===== src/rtl/if_pkg.sv =====
// ============================================================================
//  Module      : if_pkg
//  Description : Shared types and defaults for the instruction-fetch block:
//                fetch FSM state encoding, default PC increment and the
//                fetch-buffer record layout.
//  Revision    : 1.0 - initial release
// ============================================================================
`default_nettype none

package if_pkg;

    // Bytes per fetched instruction; the PC advances by this much.
    localparam int DEFAULT_INSTR_BYTES = 4;

    // Reference widths for the buffer record below.
    localparam int PKG_ADDR_W = 32;
    localparam int PKG_DATA_W = 32;

    // REQ: free to issue a read. WAIT: one read outstanding.
    typedef enum logic [0:0] {
        REQ  = 1'b0,
        WAIT = 1'b1
    } fetch_state_e;

    // Contents of the single-entry output buffer presented to decode.
    typedef struct packed {
        logic                  valid;
        logic [PKG_DATA_W-1:0] instr;
        logic [PKG_ADDR_W-1:0] pc;
    } fetch_buf_t;

endpackage

`default_nettype wire


===== src/rtl/fetch_buffer.sv =====
// ============================================================================
//  Module      : fetch_buffer
//  Description : Single-entry output register between instruction memory and
//                decode. Flush beats load beats consume.
//  Revision    : 1.0 - initial release
// ============================================================================
`default_nettype none

module fetch_buffer
    import if_pkg::*;
#(
    parameter int ADDRESS_WIDTH = 32,
    parameter int DATA_WIDTH    = 32
) (
    input  logic                     clk,
    input  logic                     rst,
    input  logic                     load_i,
    input  logic                     consume_i,
    input  logic                     flush_i,
    input  logic [DATA_WIDTH-1:0]    load_instr_i,
    input  logic [ADDRESS_WIDTH-1:0] load_pc_i,
    output logic                     valid_o,
    output logic [DATA_WIDTH-1:0]    instr_o,
    output logic [ADDRESS_WIDTH-1:0] pc_o
);

    logic                     valid_q, valid_d;
    logic [DATA_WIDTH-1:0]    instr_q, instr_d;
    logic [ADDRESS_WIDTH-1:0] pc_q,    pc_d;

    // Next-state: a refill in the same cycle as a consume keeps the entry valid.
    always_comb begin
        valid_d = valid_q;
        instr_d = instr_q;
        pc_d    = pc_q;
        if (flush_i) begin
            valid_d = 1'b0;
        end else if (load_i) begin
            valid_d = 1'b1;
            instr_d = load_instr_i;
            pc_d    = load_pc_i;
        end else if (consume_i) begin
            valid_d = 1'b0;
        end
    end

    // Buffer state register; data only changes on a load so it stays stable under back-pressure.
    always_ff @(posedge clk or posedge rst) begin
        if (rst) begin
            valid_q <= 1'b0;
            instr_q <= '0;
            pc_q    <= '0;
        end else begin
            valid_q <= valid_d;
            instr_q <= instr_d;
            pc_q    <= pc_d;
        end
    end

    assign valid_o = valid_q;
    assign instr_o = instr_q;
    assign pc_o    = pc_q;

endmodule

`default_nettype wire


===== src/rtl/if_fetch_ctrl.sv =====
// ============================================================================
//  Module      : if_fetch_ctrl
//  Description : Instruction-fetch controller. Issues single-outstanding reads
//                at the current PC, buffers the returned word for decode and
//                drives PC_next (hold / +INSTR_BYTES / redirect) back into the
//                enable-less pc_counter.
//  Options     : IF_ALIGN_CHECK_EN - block misaligned fetches and raise a
//                sticky fetch_err_o until redirect or reset.
//  Revision    : 1.0 - initial release
// ============================================================================
`default_nettype none

module if_fetch_ctrl
    import if_pkg::*;
#(
    parameter int ADDRESS_WIDTH = 32,
    parameter int DATA_WIDTH    = 32,
    parameter int INSTR_BYTES   = DEFAULT_INSTR_BYTES
) (
    input  logic                     clk,
    input  logic                     rst,
    input  logic [ADDRESS_WIDTH-1:0] address_i,
    output logic [ADDRESS_WIDTH-1:0] PC_next,
    output logic                     imem_req_o,
    output logic [ADDRESS_WIDTH-1:0] imem_addr_o,
    input  logic                     imem_gnt_i,
    input  logic                     imem_rvalid_i,
    input  logic [DATA_WIDTH-1:0]    imem_rdata_i,
    output logic                     instr_valid_o,
    output logic [DATA_WIDTH-1:0]    instr_o,
    output logic [ADDRESS_WIDTH-1:0] instr_pc_o,
    input  logic                     instr_ready_i,
    input  logic                     redirect_i,
    input  logic [ADDRESS_WIDTH-1:0] redirect_addr_i,
    output logic                     fetch_err_o
);

    localparam logic [0:0] ST_REQ  = 1'(REQ);
    localparam logic [0:0] ST_WAIT = 1'(WAIT);

    logic [0:0]               state_q, state_d;
    logic                     drop_pending_q, drop_pending_d;
    logic [ADDRESS_WIDTH-1:0] req_pc_q, req_pc_d;

    logic buf_valid;
    logic buf_free;
    logic misaligned;
    logic issue;
    logic grant;
    logic resp;
    logic load;
    logic consume;

`ifdef IF_ALIGN_CHECK_EN
    localparam logic [ADDRESS_WIDTH-1:0] ALIGN_MASK = ADDRESS_WIDTH'(INSTR_BYTES - 1);
    logic fetch_err_q, fetch_err_d;

    assign misaligned = |(address_i & ALIGN_MASK);

    // Sticky error: set while parked on a misaligned PC, cleared only by redirect.
    always_comb begin
        fetch_err_d = fetch_err_q;
        if (redirect_i) begin
            fetch_err_d = 1'b0;
        end else if ((state_q == ST_REQ) && misaligned) begin
            fetch_err_d = 1'b1;
        end
    end

    // Error flag register.
    always_ff @(posedge clk or posedge rst) begin
        if (rst) begin
            fetch_err_q <= 1'b0;
        end else begin
            fetch_err_q <= fetch_err_d;
        end
    end

    assign fetch_err_o = fetch_err_q;
`else
    assign misaligned  = 1'b0;
    assign fetch_err_o = 1'b0;
`endif

    // A request needs room in the buffer (or a same-cycle drain); redirect suppresses it.
    // Gated by rst so nothing is requested while the block is held in reset.
    assign buf_free    = !buf_valid || instr_ready_i;
    assign issue       = !rst && (state_q == ST_REQ) && buf_free && !redirect_i && !misaligned;
    assign grant       = issue && imem_gnt_i;
    assign resp        = (state_q == ST_WAIT) && imem_rvalid_i;
    assign load        = resp && !drop_pending_q && !redirect_i;
    assign consume     = buf_valid && instr_ready_i;

    assign imem_req_o  = issue;
    assign imem_addr_o = address_i;

    // PC feedback: redirect wins, a granted fetch advances, otherwise the PC holds.
    always_comb begin
        if (redirect_i) begin
            PC_next = redirect_addr_i;
        end else if (grant) begin
            PC_next = address_i + ADDRESS_WIDTH'(INSTR_BYTES);
        end else begin
            PC_next = address_i;
        end
    end

    // FSM and bookkeeping next-state; a redirect before the response marks it for discard.
    always_comb begin
        state_d        = state_q;
        drop_pending_d = drop_pending_q;
        req_pc_d       = req_pc_q;
        case (state_q)
            ST_REQ: begin
                if (grant) begin
                    state_d  = ST_WAIT;
                    req_pc_d = address_i;
                end
            end
            ST_WAIT: begin
                if (imem_rvalid_i) begin
                    state_d        = ST_REQ;
                    drop_pending_d = 1'b0;
                end else if (redirect_i) begin
                    drop_pending_d = 1'b1;
                end
            end
            default: begin
                state_d = ST_REQ;
            end
        endcase
    end

    // FSM state registers.
    always_ff @(posedge clk or posedge rst) begin
        if (rst) begin
            state_q        <= ST_REQ;
            drop_pending_q <= 1'b0;
            req_pc_q       <= '0;
        end else begin
            state_q        <= state_d;
            drop_pending_q <= drop_pending_d;
            req_pc_q       <= req_pc_d;
        end
    end

    fetch_buffer #(
        .ADDRESS_WIDTH (ADDRESS_WIDTH),
        .DATA_WIDTH    (DATA_WIDTH)
    ) u_fetch_buffer (
        .clk          (clk),
        .rst          (rst),
        .load_i       (load),
        .consume_i    (consume),
        .flush_i      (redirect_i),
        .load_instr_i (imem_rdata_i),
        .load_pc_i    (req_pc_q),
        .valid_o      (buf_valid),
        .instr_o      (instr_o),
        .pc_o         (instr_pc_o)
    );

    assign instr_valid_o = buf_valid;

endmodule

`default_nettype wire

===== config.mk =====
export PLATFORM = sky130hd
export DESIGN_NAME = if_fetch_ctrl
export DESIGN_NICKNAME = d
export VERILOG_FILES = /design/src/rtl/if_pkg.sv /design/src/rtl/fetch_buffer.sv /design/src/rtl/if_fetch_ctrl.sv
export SDC_FILE = /design/constraint.sdc
export NUM_CORES = 1
export LEC_CHECK = 0
export CAP_MARGIN = 20
export CELL_PAD_IN_SITES_DETAIL_PLACEMENT = 1
export CELL_PAD_IN_SITES_GLOBAL_PLACEMENT = 2
export CORE_ASPECT_RATIO = 2
export CORE_MARGIN = 1
export CORE_UTILIZATION = 25
export CTS_BUF_LIST = sky130_fd_sc_hd__clkbuf_4 sky130_fd_sc_hd__clkbuf_8 sky130_fd_sc_hd__clkbuf_16
export CTS_CLUSTER_DIAMETER = 40
export DETAILED_ROUTE_END_ITERATION = 10
export GPL_TIMING_DRIVEN = 0
export PLACE_DENSITY_LB_ADDON = 0.1
export SLEW_MARGIN = 20
export SYNTH_ARGS = -nofsm -noshare
export SYNTH_HDL_FRONTEND = slang
export SYNTH_SLANG_ARGS = --single-unit

===== constraint.sdc =====
create_clock -name clk -period 3.15 [get_ports clk]
set_input_delay 0.315 -clock clk [delete_from_list [all_inputs] [get_ports clk]]
set_output_delay 0.315 -clock clk [all_outputs]
set_load 0.05 [all_outputs]

==> results.json <==
{
  "status": "completed",
  "end_kind": "output pin",
  "synth_mux_area_frac": 0.2293,
  "tns_ns": 0,
  "r2r-start": "state_q",
  "die_y_um": 200.1,
  "grt_pass1_vias": 4549,
  "wl_um": 17270,
  "slew-limit-headroom": 0.5981,
  "setup_slack_ns": 0.1306,
  "die_w_um": 101.0,
  "intPower_mw": 3.513,
  "syn-num-nets": 513,
  "antenna_found_initial": 1,
  "die-area_um2": 20220,
  "crit_type": "input pin to output pin",
  "yosysTopAreaCell": "dfrtp_1",
  "core_area_um2": 19280,
  "critPathRequiredTime_ns": 2.83,
  "crit_arrival_ns": 2.70,
  "power_frac_clock": 0.172,
  "nFillCells": 2176,
  "crit_path_frequent_cell": "clkdlybuf4s50_1",
  "fin_skew_ns": 0.007052,
  "track_usage": 0.1761,
  "slew_viol_final": 0,
  "period_share": 0.9585,
  "synth_ff_type": "dfrtp_1",
  "whs_endpoint": "req_pc_q[9]",
  "vias": 4097,
  "rrSetupSlack_ns": 1.08,
  "final_util": 0.4080,
  "cpLargestDelayFamily": "buffers and inverters",
  "p_sw_frac": 0.4412,
  "max_cap_violations": 0,
  "async_flop_share": 1.000,
  "p_leak_nw": 3.283,
  "cts_buffers": 9,
  "cts_tree": "yes",
  "multi_input_area_um2": 2105,
  "port_buffers": 230,
  "synthTopCellsByCount": "99 x dfrtp_1, 99 x mux2_2, 40 x nand2_1, 34 x buf_4, 27 x o21ai_0",
  "critPathMaxFanout": 10,
  "synth_top_family_by_area": "multiplexers",
  "worstPathBufferInverterCount": 3,
  "worstSkewPairLatency_ns": 0.35,
  "holdCritStartpoint": "address_i[9]",
  "place_hpwl_um": 13710,
  "grt_pass1_wl_um": 26050,
  "drtIter0Drc": 44,
  "synth_xor_area_frac": 0.04821,
  "ios": 233,
  "postSynthAreaPerCell_um2": 11.96,
  "syn-instance-count": 410,
  "row_count": 72,
  "netlist_area_um2": 4905,
  "total_power_mw": 6.287,
  "synth-seq-cells": 99,
  "clock.fmax_mhz": 331.2,
  "synth_area_leaders": "dfrtp_1 51%, mux2_2 23%, buf_4 5.2%",
  "overflow": 0,
  "regArea_um2": 2477,
  "grt_max_degree": 78,
  "hp-class": "input pin to register",
  "hold_depth": 2,
  "ir_drop_v": 0.0004389,
  "clock-sinks": 99,
  "post-route-min-period_ns": 3.019,
  "tightest_slew_ns": 0.6010,
  "max_stage_delay_ns": 0.84,
  "synthDistinctLibCells": 36,
  "ys_warn_count": 0,
  "drive_gt1_frac": 0.3011,
  "synth_edf_count": 0,
  "synth-adder-area-share": 0.002551,
  "pwr-share-comb": 0.511,
  "htree_num_levels": 3,
  "area_growth_pct": 60.38,
  "r2r_cells": 5,
  "cpMaxStageDelayCell": "clkdlybuf4s50_1",
  "dp_slack_ns": -0.6214,
  "viasPerCell": 4.448,
  "fin_nets": 759,
  "power_density_nw_per_um2": 799.2,
  "wl_per_cell_um": 18.76,
  "clock-root-buffer": "clkbuf_16",
  "gp_congestion": 0.7068,
  "drtPass1Iterations": 4,
  "drc": 0,
  "initial_core_util": 0.2544,
  "path_cells": "clkdlybuf4s50_1 > ha_1 > nand2_1 > nor4_4 > buf_12 > xnor2_1 > o21ai_0 > clkdlybuf4s50_1",
  "ys_seq_area_frac": 0.5051,
  "synthSimpleGateAreaFrac": 0.1069,
  "critPathLaunchType": "input pin",
  "finalHoldViolations": 0,
  "r2r-end": "u_fetch_buffer.pc_o[10]",
  "cts_max_path_buffers": 2,
  "p_switching_mw": 2.774,
  "setup_viol": 0,
  "synth_top_area_frac": 0.5051,
  "synth_compound_gate_area_share": 0.03520,
  "clk_pin_slew_ns": 0.06,
  "seq_power_share": 0.316,
  "rsz0062_at_grt": "false",
  "antenna_left": 0
}
==> worst max-delay path by stage <==
stage	cells past startpoint	start	slack (ns)	end
6_report	8	address_i[2]	0.13	PC_next[4]
5_1_grt	9	redirect_i	0.005	PC_next[5]
4_1_cts	8	address_i[5]	0.00002	PC_next[12]
3_5_place_dp	7	address_i[5]	-0.62	PC_next[25]
3_3_place_gp	2	rst	-1.59	u_fetch_buffer.pc_o[21]
2_1_floorplan	6	u_fetch_buffer.valid_o	0.06	PC_next[31]
==> stage by stage <==
step	cell area [um^2]	instances	hold WS [ns]
after floorplan	4912	410	0.4051
after global placement	7538	899	0.4675
after detailed placement	7571	900	0.4764
after CTS	7910	920	0.2919
after global routing	7866	921	0.3077
final	7866	921	0.3052
==> sequential cells by signal, summed over array words and instances (netlist names) <==
signal,cells
state_q,1
drop_pending_q,1
u_fetch_buffer.valid_o,1
u_fetch_buffer.instr_o,32
req_pc_q,32
u_fetch_buffer.pc_o,32
==> per-layer routing <==
metal	track usage	part of all wire	vias to the layer above
li1	-	-	1895
met5	0	0	-
met3	0.03099	0.043	16
met4	0.06602	0.019	0
met2	0.3542	0.60	132
met1	0.1725	0.34	2054
==> power groups by stage <==
stage / combinational (mW) / clock (mW) / sequential [mW]
2_1_floorplan: 0.753 / 0 / 3.28
3_3_place_gp: 3.23 / 0 / 1.99
3_5_place_dp: 3.27 / 0 / 2.02
4_1_cts: 3.26 / 1.13 / 2.00
5_1_grt: 3.35 / 1.16 / 2.06
6_report: 3.22 / 1.08 / 1.99
==> cell usage in the layout (no fill, tap or decap), drive strengths merged, types with 6 or more instances in the layout <==
master         count
nand4             17
mux2              99
clkdlybuf4s50    200
dfrtp             99
dlygate4sd2        8
inv                7
buf               50
o21ai             28
nand3             12
xor2              21
nand2             41
clkbuf            33
xnor2              6
==> cells by family (layout without fill, tap and decap cells) <==
group           Yosys count  count (layout)
other cells               1               2
xor+xnor                 27              27
mux                     100             100
compound gates           33              33
buf+inv                  57             308
flops                    99              99
simple gates             92              92
fa+ha+maj                 1               1
==> final cells by class <==
cell class / count / share of cell area
clock inverters: 5 / 0.004454
well taps: 259 / 0.04120
flip-flops and latches: 99 / 0.3149
repair buffers: 235 / 0.2931
inverters: 5 / 0.003022
plain buffers: 52 / 0.04326
clock buffers: 11 / 0.03213
diodes: 1 / 0.0003181
multi-input cells: 254 / 0.2675
==> worst register-to-register path, cell delays in order, from the launching register on <==
cell	delay, ns
dfrtp_1	0.42
nand2_1	0.08
nor3_1	0.22
clkbuf_1	0.47
buf_2	0.38
mux2_2	0.38
==> what timing repair did <==
item,4_1_cts,5_1_grt
resized for setup,53,44
buffers inserted,4,0
hold buffers,0,0
pin swaps,2,0
setup endpoints to repair,30,23
Note: power is estimated with default switching activity, not from simulation.
==> RTL change (same settings) <==
Add a define of `IF_ALIGN_CHECK_EN`.
--- a/src/rtl/if_fetch_ctrl.sv
+++ b/src/rtl/if_fetch_ctrl.sv
@@ -9,6 +9,8 @@
 //  Revision    : 1.0 - initial release
 // ============================================================================
 `default_nettype none
+
+`define IF_ALIGN_CHECK_EN
 
 module if_fetch_ctrl
     import if_pkg::*;
Check against the original RTL: not equivalent (a bounded check fails within 4 cycles, from zero or initial values and one cycle with rst high).
==> RTL change against the unedited design <==
Final cell count increased by 1.4%. Final area increased by 0.49%. Routed wire length is 2.3% higher. Via count increased by 2.6%. Worst setup slack got worse by 0.024 ns. Synthesized area rose by 1.1%. Worst hold slack better by 0.057 ns. Global-route usage rose by 0.47 points. Power shrank 26%. Clock power up 7%. Synthesized cell count is 3.9% higher. Sequential cell count up 1. Highest routed layer unchanged.
==> RTL change: results <==
[final_layout]
clk_share = 0.0385
nNonClkBuffers = 286
antenna_cells = 0
final_cells = 934
drive_gt1_frac = 0.286
seq-cell-share = 0.317
layout.nets = 773
nonClkBufAreaFrac = 0.329
multi_input_gates = 269

[synth]
syn_area_sq_mm = 0.00496
synth_cells = 426
ys_seq_area_frac = 0.505
synth_fa_ha_area_frac = 0.00252
synthTopCellsByArea = "dfrtp_1 50%, mux2_2 22%, buf_4 4.8%"
synth-xor-area-share = 0.0459

[global_routing]
grt_pass1_wl_um = 27200
grt_max_degree = 59

[sta]
skew_ns = 0.00547
slew_headroom = 0.587
worst_hold_slack_ns = 0.363

[power]
p_per_area_mw_per_mm2 = 591
irDropWorstVdd_v = 0.000359
p_seq_w = 0.00169
leakagePower_nw = 3.41

[worst_setup_path]
critPathLaunch = "address_i[1]"
r2r-end = "u_fetch_buffer.pc_o[3]"
max_stage_delay_ns = 0.57
cpMaxStageDelayCell = "or4_4"

[routing]
vias = 4204

[hold_path]
min_from = "address_i[4]"

[placement]
portBuffers = 231

[run_status]
outcome = "finished, final reports clean"
==> RTL change: changes by cell type after synthesis, moves of 3 or more <==
cell / delta
clkbuf_1: +3
and4_1: +5
xor2_1: -3
nor2_1: +5
a31oi_1: +3
and2_1: +4
mux2_2: -3
o21ai_0: +4
or3_1: +3
==> RTL change: metrics by stage <==
step                 util  setup slack (ns)
finish              0.408             0.106
global route        0.408          0.000979
CTS                 0.410          -0.00795
detailed placement  0.394            -0.726
global placement    0.392             -1.56
floorplan               -            0.0936
==> RTL change: routing by layer <==
layer | vias up | part of all wire | global-route usage | routed length, um
li1 | 1948 | - | - | -
met1 | 2093 | 0.34 | 0.177 | 5970
met2 | 146 | 0.58 | 0.351 | 10300
met3 | 17 | 0.058 | 0.0417 | 1020
met4 | 0 | 0.021 | 0.0688 | 368
met5 | - | 0 | 0 | 0
